`config.mk`:
```
export PLATFORM = sky130hd
export DESIGN_NAME = hex_display_scan
export DESIGN_NICKNAME = d
export VERILOG_FILES = /design/src/rtl/tsc_display_pkg.sv /design/src/rtl/hex_to_seg7.sv /design/src/rtl/hex_display_scan.sv
export SDC_FILE = /design/constraint.sdc
export NUM_CORES = 1
export LEC_CHECK = 0
export CORE_MARGIN = 4
export CORE_UTILIZATION = 35
export DETAILED_ROUTE_END_ITERATION = 10
export GPL_TIMING_DRIVEN = 0
export PLACE_DENSITY_LB_ADDON = 0.2
export SYNTH_ARGS = -nofsm -noshare
export SYNTH_HDL_FRONTEND = slang
export SYNTH_SLANG_ARGS = --single-unit
```
`constraint.sdc`:
```
create_clock -name clk -period 6.8 [get_ports clk]
set_input_delay 0.68 -clock clk [delete_from_list [all_inputs] [get_ports clk]]
set_output_delay 0.68 -clock clk [all_outputs]
set_load 0.01 [all_outputs]
```
`src/rtl/tsc_display_pkg.sv`:
```
// Shared constants for the 4-digit hex display scanner: digit count,
// scan FSM encoding and the active-low seven-segment code table.
package tsc_display_pkg;

  localparam int NUM_DIGITS = 4;
  localparam int DIGIT_W    = $clog2(NUM_DIGITS);

  typedef enum logic {
    ST_BLANK = 1'b0,
    ST_SHOW  = 1'b1
  } scan_state_e;

  localparam logic [6:0]            SEG_OFF = 7'b1111111;
  localparam logic [NUM_DIGITS-1:0] AN_OFF  = '1;

  // {g,f,e,d,c,b,a}, active-low; element 0 is the rightmost entry.
  localparam logic [15:0][6:0] SEG_TABLE = {
    7'b0001110, 7'b0000110, 7'b0100001, 7'b1000110,  // F E d C
    7'b0000011, 7'b0001000, 7'b0010000, 7'b0000000,  // b A 9 8
    7'b1111000, 7'b0000010, 7'b0010010, 7'b0011001,  // 7 6 5 4
    7'b0110000, 7'b0100100, 7'b1111001, 7'b1000000   // 3 2 1 0
  };

  function automatic logic [NUM_DIGITS-1:0] anode_sel(input logic [DIGIT_W-1:0] idx);
    return ~(NUM_DIGITS'(1) << idx);
  endfunction

endpackage

```
`src/rtl/hex_to_seg7.sv`:
```
// Combinational hex nibble to active-low seven-segment decoder.
module hex_to_seg7
  import tsc_display_pkg::*;
(
  input  logic [3:0] i_nibble,
  output logic [6:0] o_seg
);

  assign o_seg = SEG_TABLE[i_nibble];

endmodule

```
`src/rtl/hex_display_scan.sv`:
```
// Time-multiplexed 4-digit hex display driver with a blanking slot per digit,
// PC LED mirror and a retriggerable update-indicator pulse.
module hex_display_scan
  import tsc_display_pkg::*;
#(
  parameter int REFRESH_DIV  = 50000,
  parameter int FLASH_CYCLES = 5000000
) (
  input  logic        clk,
  input  logic        reset_n,
  input  logic [15:0] output_port,
  input  logic        update,
  input  logic [7:0]  PC_below8bit,
  input  logic        blank,
  output logic [6:0]  seg,
  output logic [3:0]  an,
  output logic [7:0]  led,
  output logic        upd_flag
);

  localparam int SLOT_W  = (REFRESH_DIV > 1) ? $clog2(REFRESH_DIV) : 1;
  localparam int FLASH_W = $clog2(FLASH_CYCLES + 1);
  localparam logic [SLOT_W-1:0]  SLOT_LAST  = SLOT_W'(REFRESH_DIV - 1);
  localparam logic [FLASH_W-1:0] FLASH_LOAD = FLASH_W'(FLASH_CYCLES);

  logic [15:0]         r_disp_val;
  logic [SLOT_W-1:0]   r_slot_cnt;
  logic [SLOT_W-1:0]   w_slot_next;
  logic [DIGIT_W-1:0]  r_digit_idx;
  logic [DIGIT_W-1:0]  w_idx_next;
  scan_state_e         r_state;
  scan_state_e         w_state_next;
  logic [FLASH_W-1:0]  r_flash_cnt;
  logic [FLASH_W-1:0]  w_flash_next;
  logic [3:0]          w_nibble;
  logic [6:0]          w_seg_code;
  logic [6:0]          r_seg;
  logic [3:0]          r_an;
  logic [7:0]          r_led;
  logic                r_upd_flag;

  // NOTE: every signal driven from always_comb gets a default first so no path
  // through the block can leave it holding a value, which would infer a latch.
  always_comb begin
    w_slot_next  = r_slot_cnt + SLOT_W'(1);
    w_idx_next   = r_digit_idx;
    if (r_slot_cnt == SLOT_LAST) begin
      w_slot_next = '0;
      w_idx_next  = r_digit_idx + DIGIT_W'(1);
    end
    w_state_next = (w_slot_next == '0) ? ST_BLANK : ST_SHOW;
  end

  always_ff @(posedge clk or negedge reset_n) begin
    if (!reset_n) r_state <= ST_BLANK;
    else          r_state <= w_state_next;
  end

  // NOTE: sequential state uses non-blocking assignments so every register
  // samples pre-edge values, independent of statement order.
  always_ff @(posedge clk or negedge reset_n) begin
    if (!reset_n) begin
      r_slot_cnt  <= '0;
      r_digit_idx <= '0;
    end else begin
      r_slot_cnt  <= w_slot_next;
      r_digit_idx <= w_idx_next;
    end
  end

  always_ff @(posedge clk or negedge reset_n) begin
    if (!reset_n)    r_disp_val <= '0;
    else if (update) r_disp_val <= output_port;
  end

  always_comb begin
    w_nibble = r_disp_val[3:0];
    case (r_digit_idx)
      2'd1:    w_nibble = r_disp_val[7:4];
      2'd2:    w_nibble = r_disp_val[11:8];
      2'd3:    w_nibble = r_disp_val[15:12];
      default: w_nibble = r_disp_val[3:0];
    endcase
  end

  hex_to_seg7 u_hex_to_seg7 (
    .i_nibble (w_nibble),
    .o_seg    (w_seg_code)
  );

  // Outputs follow the slot position held before the edge, so the first
  // edge after reset presents the blanking slot of digit 0.
  always_ff @(posedge clk or negedge reset_n) begin
    if (!reset_n) begin
      r_an  <= AN_OFF;
      r_seg <= SEG_OFF;
      r_led <= '0;
    end else begin
      r_led <= PC_below8bit;
      if (blank || (r_state == ST_BLANK)) begin
        r_an  <= AN_OFF;
        r_seg <= SEG_OFF;
      end else begin
        r_an  <= anode_sel(r_digit_idx);
        r_seg <= w_seg_code;
      end
    end
  end

  always_comb begin
    w_flash_next = r_flash_cnt;
    if (update)                w_flash_next = FLASH_LOAD;
    else if (r_flash_cnt != '0) w_flash_next = r_flash_cnt - FLASH_W'(1);
  end

  always_ff @(posedge clk or negedge reset_n) begin
    if (!reset_n) begin
      r_flash_cnt <= '0;
      r_upd_flag  <= 1'b0;
    end else begin
      r_flash_cnt <= w_flash_next;
      r_upd_flag  <= (w_flash_next != '0);
    end
  end

  assign seg      = r_seg;
  assign an       = r_an;
  assign led      = r_led;
  assign upd_flag = r_upd_flag;

endmodule

```
==> results.sh, run 1 <==
export IMPL_cts_buffers_inserted=9
export IMPL_seq_area_frac_synth_pct=49.8
export IMPL_max_freq_ghz=0.345
export IMPL_synth_ff_type="dfrtp_1"
export IMPL_synth_nets=412
export IMPL_pwr_share_comb_pct=11.9
export IMPL_die_x_um=114
export IMPL_setup_viol=0
export IMPL_path_delay_family="simple AND/OR/NAND/NOR gates"
export IMPL_dieArea_sq_um=13000
export IMPL_routed_top_layer="met4"
export IMPL_path_depth=8
export IMPL_synth_area_per_cell_sq_um=10.7
export IMPL_reg2reg_depth=8
export IMPL_synth_top_cell_area_share_pct=42.5
export IMPL_clock_path_buffers=2
export IMPL_setup_tns_ns=0
export IMPL_wire_per_inst_um=15.2
export IMPL_critPathMaxFanout=8
export IMPL_p_int_w=0.000848
export IMPL_synth_area_sq_um=3950
export IMPL_syn_inst=370
export IMPL_area_growth_pct=24.2
export IMPL_outcome="finished, final reports clean"
export IMPL_vias=3002
export IMPL_fill_cells=1038
export IMPL_grt_use_total_pct=14.6
export IMPL_cts_resized=0
export IMPL_synth_most_common_cell="dfrtp_1"
export IMPL_multiInputGateArea_sq_um=1860
export IMPL_fin_ws_ns=3.90
export IMPL_cts_tree="built"
export IMPL_slowest_delay_ns=0.66
export IMPL_fin_nets=470
export IMPL_place_gp_congestion=0.855
export IMPL_power_switching_w=0.000263
export IMPL_postLayoutCellArea_sq_um=4900
export IMPL_p_clk_share_pct=42.5
export IMPL_synth_cell_types=60
export IMPL_num_rows=38
export IMPL_crit_buf_inv=1
export IMPL_whs_ns=0.262
export IMPL_antenna_found_initial=0
export IMPL_rsz0062_at_grt="no"
export IMPL_grt_remaining_overflow=0
export IMPL_crit_path_start_kind="register"
export IMPL_crit_type="register to register"
export IMPL_reg2reg_from="r_flash_cnt[0]"
export IMPL_crit_slowest_cell="or4b_2"
export IMPL_diodes=0
export IMPL_grt_pass1_vias=3109
export IMPL_clk_pin_slew_ns=0.06
export IMPL_crit_start="r_flash_cnt[0]"
export IMPL_worst_pin_slew_ns=0.947
export IMPL_drc=0
export IMPL_ys_ff_latch=78
export IMPL_seq_power_share_pct=45.6
export IMPL_fp_dieH_um=114
export IMPL_path_cells="inv_1, ha_1, nor3b_1, nand2_1, or4b_2, a21oi_1, nor2_1, nand4_1"
export IMPL_hold_viol=0
export IMPL_postCtsSetupRepairBufs=0
export IMPL_io_pins=48
export IMPL_ir_drop_mv=0.172
export IMPL_relSlewSlack_pct=35.0
export IMPL_ys_warnings_count=0
export IMPL_end_kind="register"
export IMPL_slew_violations=0
export IMPL_ant_nets=0
export IMPL_start_util_pct=36.1
export IMPL_drive_gt1_share_pct=13.4
export IMPL_hp_class="input port to asynchronous set/reset pin"
export IMPL_synth_area_leaders="dfrtp_1, dfstp_2, mux2_2"
export IMPL_power_density_nw_per_um2=227
export IMPL_cts_htree_levels=3
export IMPL_fin_crit_sh_pct=42.7
export IMPL_period_minus_slack_ns=2.90
export IMPL_skew_ns=0.00513
export IMPL_port_buffers=46
export IMPL_p_sw_share_pct=23.7
export IMPL_p_leak_nw=1.94
export IMPL_core_area_sq_um=10900
export IMPL_grt_pass1_wl_um=15200
export IMPL_seqCellArea_sq_um=1970
export IMPL_crit_arrival_ns=3.16
export IMPL_drtIter0Drc=226
export IMPL_synth_edf_count=0
export IMPL_final_util_pct=44.8
export IMPL_wl_met1_um=4060
export IMPL_drt_vias_per_instance=5.24
export IMPL_synth_area_leader_cell="dfrtp_1"
export IMPL_insertion_delay_ns=0.33
export IMPL_synthArstFlopShare_pct=100
export IMPL_clock_root_buffer="clkbuf_16"
export IMPL_hpwl_um=6370
export IMPL_met3WireLength_um=296
export IMPL_drt_first_pass_iters=4
export IMPL_dr_wl_met2_um=4200
export IMPL_cts_sinks=78
export IMPL_grt_max_degree=55
export IMPL_hold_buffers=0
export IMPL_wl_um=8740
export IMPL_synth_common_cells="dfrtp_1, nand2_1, nor2_1, mux2_2, xnor2_1"
export IMPL_maxCapViolations=0
export IMPL_place_area_sq_um=4610
export IMPL_cp_data_required_time_ns=7.06
export IMPL_dp_slack_ns=3.92
[through the flow]
stage,power [W],std cells
4_1_cts,0.00113,573
2_1_floorplan,0.000584,370
3_5_place_dp,0.000648,557
3_3_place_gp,0.000643,556
6_report,0.00111,573
5_1_grt,0.00117,573
[layout by cell type (no fill, tap or decap), types with 3 or more instances in the layout]
master / count
clkbuf_16: 9
or3_1: 3
clkbuf_1: 16
nand2_1: 35
xnor2_1: 17
and3_1: 3
inv_1: 12
mux2i_1: 8
o21ai_0: 14
a21oi_1: 7
nor3_1: 10
and4_1: 5
nor4b_1: 4
nand3_1: 11
nor2b_1: 3
clkdlybuf4s50_1: 45
mux2_2: 18
nand3b_1: 4
dfstp_2: 11
o31ai_1: 4
ha_1: 14
xor2_1: 7
nor2_1: 28
nor4_1: 7
nand4_1: 11
a222oi_1: 3
dfrtp_1: 67
o211ai_1: 4
[power by group through the flow]
stage                     logic [W]  registers, W  clock network (W)
final                      0.000132      0.000507           0.000472
after floorplan           0.0000687      0.000515                  0
after detailed placement   0.000133      0.000515                  0
after global placement     0.000129      0.000514                  0
after global routing       0.000148      0.000509           0.000515
after CTS                  0.000134      0.000507           0.000494
[registers in the layout, summed over array words and instances, names as in the netlist]
name	cells
an	4
led	8
r_digit_idx	2
r_disp_val	16
r_flash_cnt	23
r_slot_cnt	16
r_state	1
seg	7
upd_flag	1
[per-layer routing]
metal,up-vias,track usage [%]
li1,1460,-
met1,1479,18.9
met2,47,23.4
met3,16,3.91
met4,0,5.78
met5,-,0
[final cells by class]
type | count | share of cell area (%)
clock inverter | 4 | 0.970
tap | 140 | 3.57
multi-input combinational | 262 | 38.0
sequential | 78 | 40.1
clock buffer | 12 | 5.03
inverter | 14 | 1.07
timing repair buffer | 47 | 9.90
buffer | 16 | 1.40
[final timing paths]
check | slack [ns] | end
min in group clk | 0.51 | r_disp_val[1]
worst max-delay path | 3.90 | upd_flag
max in group asynchronous | 5.91 | an[0]
worst min register to register | 0.51 | r_disp_val[1]
worst min-delay path | 0.26 | r_flash_cnt[9]
worst max register to register | 3.90 | upd_flag
[logic make-up (layout without fill, tap and decap cells)]
logic type	after synthesis	in the layout	synth area share, %
mux	26	26	7.16
xor+xnor	24	24	5.32
compound gates	54	54	9.44
simple gates	144	144	20.8
fa+ha+maj	14	14	4.44
buf+inv	30	93	3.07
flops	78	78	49.8
(Power assumes the default switching activity.)
==> inputs of run 2 (changes only) <==
==> constraint.sdc (replaced) <==
create_clock -name clk -period 2.94 [get_ports clk]
set_input_delay 0.294 -clock clk [delete_from_list [all_inputs] [get_ports clk]]
set_output_delay 0.294 -clock clk [all_outputs]
set_load 0.01 [all_outputs]
==> run 2 against run 1 <==
Against the previous run: largest power group unchanged; die area unchanged; global-route usage did not move; core utilization is 0.29 points higher; sequential share of layout area is 0.25 points lower; count of clock-buffer cells in the layout is the same; critical path depth decreased by 1.
==> results.sh, run 2 (synthesis gave the netlist of run 1 again) <==
export IMPL_wl_um=8800
export IMPL_pwr_share_comb_pct=11.9
export IMPL_p_sw_share_pct=23.7
export IMPL_clock_root_buffer="clkbuf_16"
export IMPL_p_clk_share_pct=42.5
export IMPL_seq_power_share_pct=45.6
export IMPL_postLayoutCellArea_sq_um=4930
export IMPL_drt_vias_per_instance=5.25
export IMPL_setup_viol=0
export IMPL_fin_nets=471
export IMPL_cts_htree_levels=3
export IMPL_clock_path_buffers=2
export IMPL_power_density_nw_per_um2=521
export IMPL_whs_ns=0.402
export IMPL_fp_dieH_um=114
export IMPL_cts_tree="built"
export IMPL_rsz0062_at_grt="no"
export IMPL_drive_gt1_share_pct=14.1
export IMPL_mostFrequentLayoutCell="dfrtp_1"
export IMPL_end_kind="register"
export IMPL_insertion_delay_ns=0.33
export IMPL_stdcell_count=574
export IMPL_grt_max_degree=55
export IMPL_crit_path_start_kind="register"
export IMPL_drc=0
export IMPL_largest_register_ffs=23
export IMPL_ant_nets=0
export IMPL_hp_class="input port to register"
export IMPL_hpwl_um=6370
export IMPL_dieArea_sq_um=13000
export IMPL_power_switching_w=0.000610
export IMPL_place_gp_congestion=0.855
export IMPL_cts_sinks=78
export IMPL_p_leak_nw=1.97
export IMPL_cts_buffers_inserted=9
export IMPL_regMostFlops="r_flash_cnt"
export IMPL_grt_pass1_wl_um=15200
export IMPL_num_rows=38
export IMPL_die_x_um=114
export IMPL_grt_pass1_vias=3101
export IMPL_period_minus_slack_ns=2.85
export IMPL_grt_remaining_overflow=0
export IMPL_outcome="finished, final reports clean"
export IMPL_place_inst=557
export IMPL_start_util_pct=36.1
export IMPL_reg_largest_list="r_flash_cnt: 23 flops, r_disp_val: 16 flops, r_slot_cnt: 16 flops"
export IMPL_skew_ns=0.00518
export IMPL_layout_common_cells="dfrtp_1, clkdlybuf4s50_1, nand2_1"
export IMPL_crit_type="register to register"
export IMPL_place_area_sq_um=4610
export IMPL_diodes=0
export IMPL_wire_per_inst_um=15.3
export IMPL_max_freq_ghz=0.351
export IMPL_relSlewSlack_pct=34.1
export IMPL_fin_crit_sh_pct=96.8
export IMPL_drtIter0Drc=195
export IMPL_io_pins=48
export IMPL_hold_viol=0
export IMPL_maxCapViolations=0
export IMPL_port_buffers=46
export IMPL_area_growth_pct=25.0
export IMPL_drt_first_pass_iters=4
export IMPL_core_area_sq_um=10900
export IMPL_antenna_found_initial=0
export IMPL_grt_use_total_pct=14.6
export IMPL_vias=3014
export IMPL_final_util_pct=45.1
export IMPL_total_power_w=0.00257
export IMPL_clk_pin_slew_ns=0.06
export IMPL_p_int_w=0.00196
export IMPL_cp_data_required_time_ns=3.13
export IMPL_crit_arrival_ns=3.04
export IMPL_ir_drop_mv=0.397
export IMPL_postCtsSetupRepairBufs=0
export IMPL_worst_pin_slew_ns=0.961
export IMPL_slew_violations=0
export IMPL_critPathMaxFanout=6
## run 2: what timing repair did
item | in CTS | in global routing
hold buffers | 1 | 0
hold endpoints to repair | 16 | 0
setup endpoints to repair | 0 | 2
resized for setup | 0 | 5
## run 2: per-layer routing
layer  GRT usage [%]  share of wire [%]  up-vias
met5               0                  0        -
met4            5.70                2.2        0
met3            3.86                3.7       16
met2            23.4                 48       48
met1            19.0                 46     1492
li1                -                  -     1458
## run 2: cell type report
cell class	instances	area (sq um)
Inverter	14	52.6
Multi-Input combinational cell	262	1880
Buffer	16	70.1
Tap cell	140	175
Sequential cell	78	1970
Clock buffer	12	246
Fill cell	1034	6000
Timing Repair Buffer	48	495
Clock inverter	4	47.5
## run 2: path summary, 6_finish.rpt
path | from | end | slack (ns) | cells after the start
worst min register to register | r_disp_val[10] | r_disp_val[10] | 0.51 | 1
worst min-delay path | PC_below8bit[6] | led[6] | 0.40 | 1
worst max register to register | r_flash_cnt[9] | upd_flag | 0.09 | 7
worst max-delay path | r_flash_cnt[9] | upd_flag | 0.09 | 7
min in group asynchronous | reset_n | r_flash_cnt[9] | 0.42 | 2
max in group asynchronous | reset_n | an[0] | 1.89 | 3
## run 2: critical path, cell delays in order, from the launching register on
cell and delay [ns]:
dfrtp_1 0.44, or4_4 0.58, or4b_4 0.56, or3_1 0.37, buf_6 0.15, xnor2_1 0.14, nor4b_2 0.34, nand4_1 0.13
## run 2: metrics by stage
step / TNS, ns / setup WS (ns)
floorplan: 0 / 0.296
global placement: -86.84 / -1.25
detailed placement: 0 / 0.0575
CTS: 0 / 0.0423
global route: 0 / 0.0212
finish: 0 / 0.0927
## run 2: power by group through the flow
stage | logic [W] | clock network (W) | registers, W
after floorplan | 0.000159 | 0 | 0.00119
after global routing | 0.000344 | 0.00119 | 0.00118
after CTS | 0.000311 | 0.00114 | 0.00117
final | 0.000307 | 0.00109 | 0.00117
after detailed placement | 0.000308 | 0 | 0.00119
after global placement | 0.000299 | 0 | 0.00119
==> inputs of run 3 (changes only) <==
--- a/config.mk
+++ b/config.mk
@@ -10,6 +10,7 @@
 export DETAILED_ROUTE_END_ITERATION = 10
 export GPL_TIMING_DRIVEN = 0
 export PLACE_DENSITY_LB_ADDON = 0.2
+export SETUP_SLACK_MARGIN = 0.2
 export SYNTH_ARGS = -nofsm -noshare
 export SYNTH_HDL_FRONTEND = slang
 export SYNTH_SLANG_ARGS = --single-unit
==> run 3 against run 2 <==
Against the previous run: non-clock buffer count up 2; total power rose by 0.13%; worst setup slack better by 0.028 ns; sequential cell count did not move; die area is the same; sequential share of layout area decreased by 0.085 points; wire length rose by 0.49%.
==> results.sh, run 3 (synthesis gave the netlist of run 1 again) <==
export IMPL_outcome="finished, final reports clean"
export IMPL_grt_pass1_wl_um=15300
export IMPL_p_leak_nw=1.98
export IMPL_ant_nets=0
export IMPL_rsz0062_at_grt="yes"
export IMPL_hold_path_endpoint="led[6]"
export IMPL_drtIter0Drc=200
export IMPL_io_pins=48
export IMPL_cts_sinks=78
export IMPL_r2r_setup_slack_ns=0.12
export IMPL_end_kind="register"
export IMPL_crit_arrival_ns=3.01
export IMPL_hold_viol=0
export IMPL_grt_pass1_vias=3102
export IMPL_stdcell_count=576
export IMPL_max_freq_ghz=0.355
export IMPL_cts_htree_levels=3
export IMPL_start_util_pct=36.1
export IMPL_drive_gt1_share_pct=15.4
export IMPL_crit_path_start_kind="register"
export IMPL_port_buffers=46
export IMPL_grt_remaining_overflow=0
export IMPL_clk_pin_slew_ns=0.06
export IMPL_vias=3011
export IMPL_grt_max_degree=55
export IMPL_drt_vias_per_instance=5.23
export IMPL_reg_largest_list="r_flash_cnt: 23 flops, r_disp_val: 16 flops, r_slot_cnt: 16 flops"
export IMPL_hp_class="input port to register"
export IMPL_fill_cells=1034
export IMPL_cts_buffers_inserted=9
export IMPL_final_util_pct=45.3
export IMPL_fin_crit_sh_pct=95.9
export IMPL_die_x_um=114
export IMPL_antenna_found_initial=0
export IMPL_fp_dieH_um=114
export IMPL_whs_ns=0.401
export IMPL_cts_tree="built"
export IMPL_wl_um=8840
export IMPL_place_gp_congestion=0.855
export IMPL_ir_drop_mv=0.398
export IMPL_maxCapViolations=0
export IMPL_cp_data_required_time_ns=3.13
export IMPL_skew_ns=0.00528
export IMPL_wire_per_inst_um=15.4
export IMPL_relSlewSlack_pct=34.4
export IMPL_slew_violations=0
export IMPL_hpwl_um=6370
export IMPL_worst_pin_slew_ns=0.957
export IMPL_power_density_nw_per_um2=520
export IMPL_largest_register_ffs=23
export IMPL_regMostFlops="r_flash_cnt"
export IMPL_drt_first_pass_iters=4
export IMPL_setup_viol=0
export IMPL_drc=0
export IMPL_dieArea_sq_um=13000
export IMPL_clock_root_buffer="clkbuf_16"
export IMPL_hold_start="PC_below8bit[6]"
export IMPL_insertion_delay_ns=0.33
export IMPL_rr_endpoint="upd_flag"
export IMPL_min_path_cells=1
export IMPL_core_area_sq_um=10900
export IMPL_diodes=0
export IMPL_layout_common_cells="dfrtp_1, clkdlybuf4s50_1, nand2_1"
export IMPL_setup_tns_ns=0
export IMPL_fin_nets=473
export IMPL_reg2reg_depth=7
export IMPL_period_minus_slack_ns=2.82
export IMPL_clock_path_buffers=2
export IMPL_place_inst=557
export IMPL_critPathMaxFanout=8
export IMPL_reg2reg_from="r_flash_cnt[8]"
export IMPL_grt_use_total_pct=14.8
export IMPL_mostFrequentLayoutCell="dfrtp_1"
export IMPL_crit_type="register to register"
export IMPL_num_rows=38
export IMPL_area_growth_pct=25.5
[run 3: layer usage]
metal | global-route usage (%) | wire length (um) | vias up
met4 | 5.86 | 172 | 0
li1 | - | - | 1461
met1 | 19.2 | 4100 | 1486
met5 | 0 | 0 | -
met3 | 3.86 | 332 | 13
met2 | 23.5 | 4230 | 51
[run 3: cell type report]
type / instances / area, sq um / share of cell area [%]
sequential: 78 / 1970 / 39.7
multi-input combinational: 262 / 1880 / 38.0
timing repair buffer: 50 / 510 / 10.3
clock buffer: 12 / 246 / 4.97
tap: 140 / 175 / 3.54
buffer: 16 / 71.3 / 1.44
inverter: 14 / 52.6 / 1.06
clock inverter: 4 / 47.5 / 0.960
[run 3: how the worst max path moves through the flow]
stage                         from             end  slack [ns]
finish              r_flash_cnt[8]        upd_flag        0.12
CTS                 r_flash_cnt[2]        upd_flag        0.16
global placement           reset_n  r_slot_cnt[15]       -1.25
global route        r_flash_cnt[4]        upd_flag        0.07
detailed placement  r_flash_cnt[9]        upd_flag        0.06
floorplan           r_flash_cnt[9]        upd_flag        0.30
[run 3: through the flow]
stage	total power, W	setup slack [ns]	area (sq um)
after floorplan	0.00135	0.296	3950
after global placement	0.00149	-1.25	4580
after detailed placement	0.00150	0.0575	4610
after CTS	0.00263	0.159	4940
after global routing	0.00271	0.0682	4950
final	0.00258	0.121	4950
[run 3: power by group]
part	switching [W]	total, W	internal (W)	leakage (nW)
registers	0.0000360	0.00117	0.00114	0.924
clock network	0.000417	0.00110	0.000678	0.143
logic	0.000160	0.000308	0.000148	0.911
total	0.000613	0.00258	0.00196	1.98
[run 3: worst max-delay path, stage by stage (launching register included)]
cell and delay (ns):
dfrtp_2 0.45, or4_4 0.54, or4b_4 0.56, or3_1 0.37
buf_6 0.15, xnor2_1 0.14, nor4b_2 0.34, nand4_1 0.14
[run 3: repair_timing]
item / 4_1_cts / 5_1_grt
resized for setup: 5 / 6
pin swaps: 1 / 1
endpoints found under the hold margin: 16 / 0
gates cloned: 0 / 0
buffers inserted: 1 / 1
hold buffers: 1 / 0
endpoints found under the setup margin: 3 / 3
==> RTL change 1, RTL diff (settings of run 2) <==
Register the output `seg` once more, with the module's reset; this adds one clock of latency there. The other outputs are not delayed to match.
--- a/src/rtl/hex_display_scan.sv
+++ b/src/rtl/hex_display_scan.sv
@@ -124,5 +124,11 @@
   end
 
-  assign seg      = r_seg;
+  always_ff @(posedge clk or negedge reset_n) begin
+    if (!reset_n) begin
+      seg <= '0;
+    end else begin
+      seg <= r_seg;
+    end
+  end
   assign an       = r_an;
   assign led      = r_led;
Check against the original RTL: not equivalent (a bounded check fails within 4 cycles, from zero or initial values and one cycle with reset_n low).
==> RTL change 1 against run 2 <==
  * Sequential cell count increased by 7
  * Non-clock buffer count is 4 higher
  * Final area is 4.5% higher
  * Total power rose by 6.5%
  * Routed wire length up 1.9%
  * Worst setup slack got worse by 0.0062 ns
  * Synthesized area up 4.4%
  * Critical path type unchanged
  * Largest power group unchanged
==> RTL change 1: results (changes against run 2) <==
Parameter                              Value

Placement
  HPWL reported at the end of detailed placement    6418 um (+0.74%)
  Total cell area at the placement stage    4788 um^2 (+3.9%)
  Global placer's final weighted congestion    0.8442 (-1.2%)
  Minimum setup slack after placement    -0.08192 ns (-0.1394 ns)
  Cell total after placement    567 (+1.8%)

Synthesis
  Portion of netlist area occupied by mux cells    6.857% (-0.30 points)
  Commonest cells in the netlist    sky130_fd_sc_hd__dfrtp_1, sky130_fd_sc_hd__nand2_1, sky130_fd_sc_hd__nor2_1
  Synthesized Nets    419 (+1.7%)
  Xor and xnor area share after synthesis    5.097% (-0.23 points)
  Cell types with the largest area share after synthesis    sky130_fd_sc_hd__dfrtp_1, sky130_fd_sc_hd__dfstp_2, sky130_fd_sc_hd__mux2_2
  Number of cells produced by synthesis    377 (+1.9%)
  Area share of fa/ha/maj cells after synthesis    4.248% (-0.19 points)
  Part of the Yosys area used for sequential elements    51.91% (+2.1 points)

Finish
  Share of cells above drive strength 1    15.73% (+1.7 points)
  Total number of nets in the final design    482 (+2.3%)
  Layout fillers    1032 (-0.19%)
  Fin util    44.98% (-0.15 points)

Min path
  Worst hold path stage count    0 (-1)
  Worst hold-check path type    register to register
  Worst Hold End    seg[3]$_DFF_PN0_
  Startpoint of the most critical hold path    r_seg[3]$_DFF_PN1_

Outcome
  Run status    completed

Routing
  Iteration-0 DRC count of the detailed router    127 (-35%)
  Number of vias after detailed routing    3065 (+1.7%)
  Total length of routed met3 wires    392 um (+20%)
  Amount of wire on met2 after detailed routing    4234 um (+0.31%)

STA
  Worst clock skew    0.01054 ns (+0.005362 ns)
  Worst hold slack    0.3881 ns (-0.01347 ns)

Global route
  Largest net degree at the start of global routing    46 (-16%)
  Met3 Track Usage GR    2.539% (-1.3 points)
  First-pass GRT wire length    14890 um (-2.1%)
  Met2 routing resource usage after global routing    21.66% (-1.7 points)
  GRT Resource Usage Total    13.97% (-0.68 points)

Critical path
  Worst reg2reg startpoint    r_flash_cnt[4]$_DFF_PN0_
  Slowest cell delay on critical path    0.55 ns (-0.03 ns)

Power and ir drop
  Peak supply drop    0.2495 mV (-37%)
RTL change 1: cell count changes after synthesis:
cell / change
sky130_fd_sc_hd__dfrtp_1: +7
RTL change 1: report_power, final:
part / leakage [nW] / switching (mW) / internal [mW]
sequential: 1.00 / 0.0361 / 1.24
combinational: 0.918 / 0.163 / 0.157
clock: 0.143 / 0.475 / 0.665
total: 2.06 / 0.674 / 2.07
RTL change 1: area by class of cell:
class | count | share of cell area, %
clock buffer | 10 | 4.440
inverter | 14 | 1.019
sequential | 85 | 41.58
clock inverter | 6 | 1.334
buffer | 15 | 1.262
timing repair buffer | 53 | 10.33
tap | 143 | 3.469
multi-input combinational | 262 | 36.56
RTL change 1: what timing repair did:
action                                  in CTS  in global routing
buffers inserted                             0                  5
pin swaps                                    0                  4
gates resized for setup                      1                  7
endpoints found under the hold margin       40                  0
endpoints found under the setup margin       1                  4
hold buffers                                 1                  0
RTL change 1: cells by family (layout without fill, tap and decap cells):
logic type,count (synthesis),after routing
AO/OA/AOI/OAI,54,54
adder cells (fa/ha/maj),14,14
multiplexers,26,26
flip-flops,85,85
XOR/XNOR,24,24
AND/OR/NAND/NOR,144,144
buffers and inverters,30,98
RTL change 1: worst max path at each step:
| stage | endpoint | slack (ns) | cells after the start |
|---|---|---|---|
| after floorplan | upd_flag$_DFF_PN0_ | 0.30 | 7 |
| after global placement | r_digit_idx[1]$_DFFE_PN0N_ | -1.55 | 1 |
| after detailed placement | upd_flag$_DFF_PN0_ | -0.08 | 7 |
| after CTS | upd_flag$_DFF_PN0_ | 0.01 | 7 |
| after global routing | r_state$_DFF_PN0_ | -0.05 | 8 |
| final | upd_flag$_DFF_PN0_ | 0.09 | 7 |
==> RTL change 2, RTL diff (flow settings as in run 2) <==
Without the edit above. The parameter `FLASH_CYCLES` goes from 5000000 to 10000000.
--- a/src/rtl/hex_display_scan.sv
+++ b/src/rtl/hex_display_scan.sv
@@ -5,5 +5,5 @@
 #(
   parameter int REFRESH_DIV  = 50000,
-  parameter int FLASH_CYCLES = 5000000
+  parameter int FLASH_CYCLES = 10000000
 ) (
   input  logic        clk,
Formal check against the unedited RTL: same outputs for any inputs over 10 cycles, from zero or initial values and one cycle with reset_n low; that may be too few to reach the edited logic, so the function may still have changed.
==> RTL change 2 against run 2 <==
  * Worst hold slack worse by 0.048 ns
  * Synthesized area down 1.0%
  * Total power decreased by 6.5%
  * Global-route usage fell by 1.2 points
  * First-iteration DRC count fell by 19%
  * Final area decreased by 0.10%
  * Worst setup slack worse by 0.054 ns
  * Final cell count decreased by 0.87%
  * Clock skew grew 0.011 ns
  * Routed wire length shrank 4.4%
  * Sequential cell count rose by 1
  * Highest routed layer unchanged
==> RTL change 2: results (changes against run 2) <==
Parameter                              Value

Outcome
  Run status    completed

Routing
  Total length of routed wires    8412 um (-4.4%)
  Via count normalized by instance count    5.028 (-4.2%)
  WL met1    4039 um (-0.37%)

Finish
  Total number of nets in the final design    466 (-1.1%)
  Count of multi-input combinational gates    252 (-3.8%)
  Top Registers    r_flash_cnt: 24 flops, r_disp_val: 16 flops, r_slot_cnt: 16 flops
  Clock network area share    4.340% (-1.6 points)
  Final non-filler cell total    569 (-0.87%)
  Post-route design area    4930 um^2 (-0.10%)
  Flip-flop and latch share of the layout cell area    40.41% (+0.57 points)

Power and ir drop
  Power spent charging and discharging nets    0.6089 mW (-0.20%)
  Ratio of total power to cell area    488.1 nW/um^2 (-6.4%)

Synthesis
  Synthesized Nets    399 (-3.2%)
  Number of cells produced by synthesis    357 (-3.5%)
  Synth cell types    56 (-6.7%)
  Flops & latches, synth    79 (+1.3%)

Floorplan
  Std-Cell Core Area    10890 um^2 (-0.44%)

Global route
  Vias in the first global route    2849 (-8.1%)
  Met3 Track Usage GR    4.775% (+0.92 points)
  Largest net degree at the start of global routing    63 (+15%)

Placement
  Total cell area at the placement stage    4579 um^2 (-0.65%)

Critical path
  Endpoint arrival time on the critical path    3.14 ns (+0.10 ns)

STA
  Worst clock skew    0.01596 ns (+0.01079 ns)
  Slew HR    38.27% (+4.2 points)
  Maximum frequency from static timing analysis    344.7 MHz (-1.9%)

Min path
  Worst hold-check path type    input port to async pin

CTS
  Clock insertion delay at the later pin of the skew report    0.36 ns (+0.03 ns)
  Reg clk slew, reported paths    0.09 ns (+0.03 ns)
[RTL change 2: cell count changes after synthesis, sizes merged, moves of 5 or more]
cell / before / now
xor2: 7 / 16
nand4: 11 / 6
nand2b: 1 / 7
nand2: 35 / 26
and4: 5 / 0
o21ai: 14 / 7
[RTL change 2: cells by family (layout without fill, tap and decap cells)]
family	count (synthesis)	after routing	share of synthesized area, %
AOI/OAI and AO/OA	42	42	7.459
xor gates and xnor gates	32	32	7.170
adders and majority gates	14	14	4.481
buffers and inverters	26	98	2.625
DFF	79	79	50.93
muxes	28	28	7.714
and+or+nand+nor	136	136	19.62
[RTL change 2: worst min path at each step]
stage	depth (start not counted)	end	slack, ns
floorplan	0	led[0]$_DFF_PN0_	-0.002
global placement	1	r_disp_val[11]$_DFFE_PN0P_	0.49
global route	1	led[0]$_DFF_PN0_	0.35
detailed placement	1	led[3]$_DFF_PN0_	0.19
finish	2	led[7]$_DFF_PN0_	0.35
CTS	2	led[7]$_DFF_PN0_	0.34
